### src/rtl/seq_detect_prog_if.sv
// Serial detector bus: bit stream and pattern-load inputs, match/status outputs.
// master drives the stream and config; slave is the detector.
interface seq_detect_prog_if #(
  parameter int PAT_W = 5,
  parameter int CNT_W = 8
);
  localparam int LEN_W = $clog2(PAT_W + 1);

  logic             in_seq;
  logic             in_valid;
  logic             pat_load;
  logic [PAT_W-1:0] pat_data;
  logic [LEN_W-1:0] pat_len;
  logic             out_seq;
  logic [CNT_W-1:0] match_cnt;
  logic             armed;
  logic             cfg_err;

  modport master (
    output in_seq, in_valid, pat_load, pat_data, pat_len,
    input  out_seq, match_cnt, armed, cfg_err
  );

  modport slave (
    input  in_seq, in_valid, pat_load, pat_data, pat_len,
    output out_seq, match_cnt, armed, cfg_err
  );
endinterface

### src/rtl/seq_detect_prog.sv
// Programmable serial pattern detector; out_seq pulses the cycle after the final bit, no backpressure.
// Define SEQ_DET_NONOVERLAP_EN to restart the window after every match (non-overlapping detection).
module seq_detect_prog #(
  parameter int               PAT_W   = 5,
  parameter logic [PAT_W-1:0] PATTERN = 5'b10110,
  parameter int               CNT_W   = 8
) (
  input logic              i_clk,
  input logic              i_reset,
  seq_detect_prog_if.slave bus
);
  localparam int LEN_W = $clog2(PAT_W + 1);

  typedef enum logic {S_FILL, S_HUNT} state_t;

  state_t           r_state;
  logic [PAT_W-1:0] r_pattern;
  logic [LEN_W-1:0] r_len;
  logic [PAT_W-1:0] r_hist;
  logic [LEN_W-1:0] r_fill;
  logic [CNT_W-1:0] r_cnt;
  logic             r_out_seq;
  logic             r_cfg_err;

  logic [PAT_W-1:0] w_hist_n;
  logic [PAT_W-1:0] w_mask;
  logic [LEN_W:0]   w_fill_inc;
  logic [LEN_W-1:0] w_fill_nxt;
  logic             w_full;
  logic             w_match;
  logic             w_len_ok;

  assign w_hist_n   = (r_hist << 1) | PAT_W'(bus.in_seq);
  assign w_fill_inc = {1'b0, r_fill} + 1'b1;
  // fill+1 is kept one bit wider so the PAT_W clamp works even when PAT_W+1 is a power of two
  assign w_fill_nxt = (w_fill_inc > (LEN_W+1)'(PAT_W)) ? LEN_W'(PAT_W) : w_fill_inc[LEN_W-1:0];
  assign w_full     = (w_fill_inc >= {1'b0, r_len});
  assign w_len_ok   = (bus.pat_len != '0) && (bus.pat_len <= LEN_W'(PAT_W));

  always_comb begin
    w_mask = '0;
    for (int i = 0; i < PAT_W; i++) begin
      w_mask[i] = (i < int'(r_len));
    end
  end

  assign w_match = w_full && ((w_hist_n & w_mask) == (r_pattern & w_mask));

  always_ff @(posedge i_clk) begin
    if (i_reset) begin
      r_state   <= S_FILL;
      r_pattern <= PATTERN;
      r_len     <= LEN_W'(PAT_W);
      r_hist    <= '0;
      r_fill    <= '0;
      r_cnt     <= '0;
      r_out_seq <= 1'b0;
      r_cfg_err <= 1'b0;
    end else begin
      r_out_seq <= 1'b0;
      r_cfg_err <= 1'b0;
      // A load owns the cycle: the concurrent stream bit is dropped either way
      if (bus.pat_load) begin
        if (w_len_ok) begin
          r_pattern <= bus.pat_data;
          r_len     <= bus.pat_len;
          r_hist    <= '0;
          r_fill    <= '0;
          r_cnt     <= '0;
          r_state   <= S_FILL;
        end else begin
          r_cfg_err <= 1'b1;
        end
      end else if (bus.in_valid) begin
        r_hist <= w_hist_n;
        r_fill <= w_fill_nxt;
        if (w_full) begin
          r_state <= S_HUNT;
        end
        if (w_match) begin
          r_out_seq <= 1'b1;
          if (r_cnt != '1) begin
            r_cnt <= r_cnt + 1'b1;
          end
`ifdef SEQ_DET_NONOVERLAP_EN
          r_hist  <= '0;
          r_fill  <= '0;
          r_state <= S_FILL;
`endif
        end
      end
    end
  end

  assign bus.out_seq   = r_out_seq;
  assign bus.match_cnt = r_cnt;
  assign bus.armed     = (r_state == S_HUNT);
  assign bus.cfg_err   = r_cfg_err;
endmodule
### src/flat_wrapper.sv
// flat-port wrapper written by rule: the top's interface ports become plain ports
module seq_detect_prog_flat 
#(
  parameter int               PAT_W   = 5,
  parameter logic [PAT_W-1:0] PATTERN = 5'b10110,
  parameter int               CNT_W   = 8
)
  (i_clk, i_reset, bus_in_seq, bus_in_valid, bus_pat_load, bus_pat_data, bus_pat_len, bus_out_seq, bus_match_cnt, bus_armed, bus_cfg_err);
  seq_detect_prog_if #(.PAT_W(PAT_W), .CNT_W(CNT_W)) bus_i ();
  input logic i_clk;
  input logic i_reset;
  input wire logic [$bits(bus_i.in_seq)-1:0] bus_in_seq;
  input wire logic [$bits(bus_i.in_valid)-1:0] bus_in_valid;
  input wire logic [$bits(bus_i.pat_load)-1:0] bus_pat_load;
  input wire logic [$bits(bus_i.pat_data)-1:0] bus_pat_data;
  input wire logic [$bits(bus_i.pat_len)-1:0] bus_pat_len;
  output wire logic [$bits(bus_i.out_seq)-1:0] bus_out_seq;
  output wire logic [$bits(bus_i.match_cnt)-1:0] bus_match_cnt;
  output wire logic [$bits(bus_i.armed)-1:0] bus_armed;
  output wire logic [$bits(bus_i.cfg_err)-1:0] bus_cfg_err;
  assign bus_i.in_seq = bus_in_seq;
  assign bus_i.in_valid = bus_in_valid;
  assign bus_i.pat_load = bus_pat_load;
  assign bus_i.pat_data = bus_pat_data;
  assign bus_i.pat_len = bus_pat_len;
  assign bus_out_seq = bus_i.out_seq;
  assign bus_match_cnt = bus_i.match_cnt;
  assign bus_armed = bus_i.armed;
  assign bus_cfg_err = bus_i.cfg_err;
  seq_detect_prog #(.PAT_W(PAT_W), .PATTERN(PATTERN), .CNT_W(CNT_W)) u_core (.i_clk(i_clk), .i_reset(i_reset), .bus(bus_i));
endmodule
### config.mk
export PLATFORM = sky130hd
export DESIGN_NAME = seq_detect_prog_flat
export DESIGN_NICKNAME = d
export VERILOG_FILES = /design/src/rtl/seq_detect_prog_if.sv /design/src/rtl/seq_detect_prog.sv /design/src/flat_wrapper.sv
export SDC_FILE = /design/constraint.sdc
export NUM_CORES = 1
export LEC_CHECK = 0
export ABC_AREA = 1
export CAP_MARGIN = 20
export CORE_MARGIN = 2
export CORE_UTILIZATION = 30
export CTS_BUF_LIST = sky130_fd_sc_hd__clkbuf_2
export CTS_CLUSTER_DIAMETER = 50
export CTS_CLUSTER_SIZE = 16
export DETAILED_ROUTE_END_ITERATION = 6
export MAX_ROUTING_LAYER = met4
export PLACE_DENSITY = 0.53
export SLEW_MARGIN = 20
export SYNTH_ARGS = -nofsm -noshare
export SYNTH_HDL_FRONTEND = slang
export SYNTH_SLANG_ARGS = --single-unit
### constraint.sdc
create_clock -name i_clk -period 3.2 [get_ports i_clk]
set_clock_uncertainty 0.2 [all_clocks]
set_input_delay 0.48 -clock i_clk [delete_from_list [all_inputs] [get_ports i_clk]]
set_output_delay 0.48 -clock i_clk [all_outputs]
set_load 0.05 [all_outputs]
==> results of run 1 <==
[area by class of cell]
class	instances	area [um2]
tap	54	67.6
inverter	29	109
clock buffer	3	15.0
fill	509	2920
timing repair buffer	25	245
clock inverter	1	3.75
sequential	26	520
multi-input combinational	151	778
[registers in the layout (all words and copies together) (netlist names)]
register,flops
u_core.r_fill,3
u_core.bus.armed,1
u_core.r_pattern,5
u_core.bus.match_cnt,8
u_core.r_len,3
u_core.bus.cfg_err,1
u_core.r_hist,4
u_core.bus.out_seq,1
[layer usage]
metal  part of all wire (%)  GRT usage, %  vias to the layer above
met4                    1.6          5.56                        0
met3                    2.8          1.24                        4
li1                       -             -                      712
met1                     51          18.2                      567
met2                     45          20.1                       24
met5                      0             -                        -
[metrics by stage]
stage,power (mW),cells
2_1_floorplan,0.421,212
3_3_place_gp,0.458,285
3_5_place_dp,0.458,285
4_1_cts,0.585,289
5_1_grt,0.616,289
6_report,0.578,289
[power breakdown]
group / switching, mW / internal (mW)
clock network: 0.0997 / 0.0271
logic: 0.0640 / 0.0406
registers: 0.0103 / 0.336
total: 0.174 / 0.404
[kinds of logic after synthesis]
| kind of cell | count (synthesis) |
|---|---|
| buffers and inverters | 35 |
| AND/OR/NAND/NOR | 110 |
| XOR/XNOR | 6 |
| flip-flops | 26 |
| adder cells (fa/ha/maj) | 7 |
| AO/OA/AOI/OAI | 28 |
[cell usage in the layout (no fill, tap or decap)]
master            n
nand2_1          63
inv_1            28
dfxtp_1          26
clkdlybuf4s50_1  23
a21oi_1          19
nor2_1           18
nand3_1          14
ha_1              7
nor3_1            5
o21ai_0           5
xnor2_1           3
nand4_1           3
xor2_1            3
o211ai_1          3
clkbuf_2          3
nor2_2            2
nand2_2           2
buf_4             2
inv_2             1
nor2_4            1
nand4_4           1
nand2_4           1
a21oi_2           1
clkinv_1          1
[worst max-delay path by stage]
stage | depth (start not counted) | slack (ns) | endpoint
after floorplan | 11 | 1.25 | u_core.bus.match_cnt[2]
after global placement | 11 | 0.96 | u_core.bus.match_cnt[2]
after detailed placement | 9 | 0.94 | u_core.r_fill[1]
after CTS | 1 | 0.78 | bus_match_cnt[3]
after global routing | 1 | 0.71 | bus_match_cnt[3]
final | 1 | 0.80 | bus_match_cnt[3]
==> impl_results.md, run 1 <==
- Worst R2R Path Depth: 11
- CTS buffer count: 3
- Status: complete, no violations
- Vias in the first global route: 1200
- Post-CTS resize count: 0
- RSZ-0062 raised after global routing: no
- Buffers plus inverters on the worst setup path: 1
- DR vias: approximately 1300
- Count of different cell masters after synthesis: 22
- Final worst slack: around 0.80 ns
- P&R area growth vs syn: 21.4%
- Max cap viols: 0
- CTS tree: built
- Clock buffer depth: 2
- CP Capture Type: output pin
- Main combinational cell family by area after synthesis: simple AND/OR/NAND/NOR gates
- DP HPWL: 2.41 mm
- Root Driver: clkbuf_2
- Yosys reg bits: 26
- Layout cells sized above 1: between 5 and 6%
- Hold path start: u_core.r_pattern[0]
- Hold Path End: u_core.r_pattern[0]
- Final instance area: 1740 um2
- Crit path max fanout: 6
- CP required: 2.52 ns
- Hold depth: 2
- Die X: 73.1 um
- Xor/xnor share of the synthesized area: 3.67%
- 1st-iter DRT viols: 41
- H-tree Lvls: 1
- Setup_tns: 0 ns
- FP Rows: 25
- Final min period: 2.40 ns
- Synth Flop Type: dfxtp_1
- CP startpoint kind: flop
- Clk sinks: 26
- Pleak: approximately 0.74 nW
- GPL Wtd Cong: 0.778
- Pin count of the biggest net entering global routing: 22
- Seq/Total Area, Yosys: around 36%
- Synth top area share: 36.3%
- Dominant cells by area after synthesis: dfxtp_1 (36%), nand2_1 (17%), inv_1 (7.3%)
- FF-to-FF setup slack: 0.96 ns
- Antenna violations before repair: 0
- Synth Area in Compound Gates: 10.6%
- Fin crit share: 74.9%
- Syn nets: between 200 and 250
- Ports: 24
- Top delay family on crit path: buffers and inverters
- First-pass GRT wire length: between 5 and 6 mm
- Post-synthesis simple-gate area fraction: 34.0%
- Util after Layout: 37.3%
- Type of the worst min-delay path: reg -> reg
- Synth Area per Inst: about 6.8 um2
- Crit. Startpoint: u_core.bus.match_cnt[3]
- Worst rel slew slack: 66.6%
- Post-synth top cells: nand2_1 (63), inv_1 (28), dfxtp_1 (26)
- Post-CTS Setup Inserts: 0
- Post-cts hold buffer count: 0
- Top cell type by total area after synthesis: dfxtp_1
- Antenna Nets Post-Route: 0
- Max Freq: between 400 and 500 MHz
- Drt pass-1 iters: 4
- PD cells: 332 nW/um2
- Final setup violation count: 0
- Routed wire length: around 3.2 mm
- FFs w/ async S/R, synth: 0%
- IO Port Bufs: 23
- Drc violations: 0
- Routed length per placed instance: 10.9 um
- Post-DP Area: about 1700 um2
- Starting Density: 30.7%
- DP Worst Slack: 0.944 ns
- Hold_ws: approximately 0.29 ns
- Fin. Hold Viols: 0
- Synthesized instance count: around 210
- CTS clk-pin slew, worst paths: 0.25 ns
- Synth Warn #: 0
- VDD IR-drop max: 0.127 mV
- CP max stage delay: 0.85 ns
- Post-Synth Adder-Cell Area: 6.11%
- Count leader, synth: nand2_1
- Diode count: 0
- Mux cell area share after synthesis: 0%
- Layout Nets: 256
- Mapped Area: 1430 um2
- Worst-margin pin slew: 0.499 ns
- Grt total ovfl: 0
- Die area: roughly 5300 um2
- Skew-Pair Late Insertion Delay: 0.35 ns
- CP max-delay cell: clkdlybuf4s50_1
- RR Endpoint: u_core.bus.match_cnt[5]
- Via density: 4.52
- FF-to-FF Start: u_core.r_fill[0]
- CP Class: reg -> out
- Core Area: roughly 4700 um2
- Crit-path cells: clkdlybuf4s50_1
- Worst Path Arrival: 1.72 ns
- Post-synth EDFFs: 0
- GRT Resource Usage Total: 13.3%
- Die Y: ~73 um
- Pins Over Slew Limit: 0
Note: power is estimated with default switching activity, not from simulation.
==> run 2: changes to the inputs <==
clock period = 2.25 ns   (was 3.2 ns; I/O delays follow)
==> run 2 against run 1 <==
Sequential power is 42% higher. First-iteration DRC count grew 63%. Clock power rose by 43%. Utilization increased by 1.4 points. Hold slack improved by 0.0057 ns. Die area unchanged. Sequential cell count is the same. Clock-buffer cell count stayed put. Combinational power grew 48%. Worst setup slack got worse by 0.64 ns. Critical path depth did not move. Power grew 44%. Highest routed layer unchanged.
==> impl_results.md, run 2 (synthesized netlist as in run 1, its figures left out) <==
- Diode count: 0 (unchanged)
- Fin. Hold Viols: 0 (unchanged)
- IO Port Bufs: 23 (unchanged)
- Worst R2R Path Depth: 11 (unchanged)
- Crit-path cells: clkdlybuf4s50_1
- First-pass GRT wire length: 5.46 mm (+0.63%)
- RSZ-0062 raised after global routing: no
- Layout Nets: 262 (+2.3%)
- H-tree Lvls: 1 (unchanged)
- Vias in the first global route: 1179 (-1.8%)
- Pins Over Slew Limit: 0 (unchanged)
- 1st-iter DRT viols: 67 (+63%)
- CP max-delay cell: clkdlybuf4s50_1
- Clock buffer depth: 2 (unchanged)
- Grt total ovfl: 0 (unchanged)
- CP required: 1.71 ns (-0.81 ns)
- Crit path max fanout: 2 (-4)
- Post-cts hold buffer count: 0 (unchanged)
- CTS tree: built
- Drc violations: 0 (unchanged)
- Routed wire length: 3.29 mm (+4.2%)
- Max cap viols: 0 (unchanged)
- Status: complete, no violations
- Core Area: 4660 um2 (unchanged)
- Pleak: 0.895 nW (+21%)
- Die Y: 73.1 um (unchanged)
- PD cells: 459 nW/um2 (+38%)
- Buffers plus inverters on the worst setup path: 1 (unchanged)
- Worst Path Arrival: 1.55 ns (-0.17 ns)
- Most frequent cells in the layout: nand2_1 (63), inv_1 (28), dfxtp_1 (24)
- Fin crit share: 92.8%
- FP Rows: 25 (unchanged)
- CP max stage delay: 0.80 ns (-0.05 ns)
- Final Total Pwr: 830 uW (+44%)
- Layout cells sized above 1: 9.13% (+3.2 points)
- Most common cell after layout, fill and taps aside: nand2_1
- Setup_tns: 0 ns (unchanged)
- Max FFs per register: 8 (unchanged)
- CP Class: reg -> out
- Max Freq: around 480 MHz
- CTS buffer count: 3 (unchanged)
- Drt pass-1 iters: 4 (unchanged)
- Clk sinks: 26 (unchanged)
- Skew-Pair Late Insertion Delay: 0.35 ns (about the same)
- GPL Wtd Cong: 0.800 (+2.9%)
- Worst rel slew slack: 66.4% (-0.24 points)
- CP startpoint kind: flop
- Starting Density: 30.7% (unchanged)
- VDD IR-drop max: 0.168 mV (+32%)
- GRT Resource Usage Total: 13.4% (+0.047 points)
- Worst-margin pin slew: 0.503 ns (+0.00432 ns)
- Cell count along the critical path: 1 (unchanged)
- Routed length per placed instance: 11.2 um (+2.1%)
- Hold depth: 2 (unchanged)
- Top delay family on crit path: buffers and inverters
- DP HPWL: 2.53 mm (+5.1%)
- Pin count of the biggest net entering global routing: 17 (-23%)
- Ports: 24 (unchanged)
- Antenna violations before repair: 0 (unchanged)
- Final setup violation count: 0 (unchanged)
- DR vias: 1340 (+2.5%)
- Type of the worst min-delay path: reg -> reg
- Via density: 4.54 (+0.44%)
- Die area: 5340 um2 (unchanged)
- CP Capture Type: output pin
- Antenna Nets Post-Route: 0 (unchanged)
- Die X: 73.1 um (unchanged)
- P&R area growth vs syn: 26.1%
- Final min period: 2.09 ns
- CTS clk-pin slew, worst paths: 0.24 ns (about the same)
- Root Driver: clkbuf_2
## run 2: cell count changes in the layout (fill, tap and decap cells not counted), sizes merged
cell	before	now
buf	2	8
clkdlybuf4s50	23	16
dlymetal6s2s	0	7
## run 2: tightest hold or removal path: stages (launching register included)
cell and delay (ns):
dfxtp_1 0.37, inv_1 0.07, a21oi_1 0.06
## run 2: stage by stage
stage          util (%)  cell area, um2  std cells  hold slack (ns)  worst slack, ns
3_5_place_dp       37.6            1750        289            0.271            0.102
6_report           38.8            1810        295            0.296            0.162
2_1_floorplan         -            1430        212            0.243            0.301
3_3_place_gp       37.6            1750        289            0.271            0.132
4_1_cts            38.0            1770        293            0.294           0.0143
5_1_grt            38.8            1810        295            0.273           0.0396
## run 2: worst paths after layout
| check | startpoint | endpoint | slack [ns] |
|---|---|---|---|
| worst max register to register | u_core.r_fill[0] | u_core.bus.match_cnt[0] | 0.18 |
| worst min-delay path | u_core.r_pattern[3] | u_core.r_pattern[3] | 0.30 |
| worst max-delay path | u_core.bus.match_cnt[3] | bus_match_cnt[3] | 0.16 |
| worst min register to register | u_core.r_pattern[3] | u_core.r_pattern[3] | 0.30 |
## run 2: report_power, final
group | internal [mW] | switching (mW) | total, mW
Sequential | 0.478 | 0.0142 | 0.492
Combinational | 0.0617 | 0.0936 | 0.155
Clock | 0.0386 | 0.144 | 0.182
## run 2: area by class of cell
cell class	count	area [um2]
inverter	29	109
fill	495	2850
multi-input combinational	151	778
sequential	26	526
clock inverter	1	3.75
tap	54	67.6
timing repair buffer	31	308
clock buffer	3	15.0
## run 2: layer usage
| metal | part of all wire, % | track usage (%) |
|---|---|---|
| met1 | 50 | 18.0 |
| met2 | 47 | 21.1 |
| met3 | 1.6 | 1.24 |
| met4 | 0.94 | 4.32 |
| met5 | 0 | - |
## run 2: what timing repair did
| item | CTS | global route |
|---|---|---|
| hold endpoints to repair | 0 | 0 |
| setup buffers | 0 | 2 |
| endpoints found under the setup margin | 0 | 14 |
| gates resized for setup | 0 | 10 |
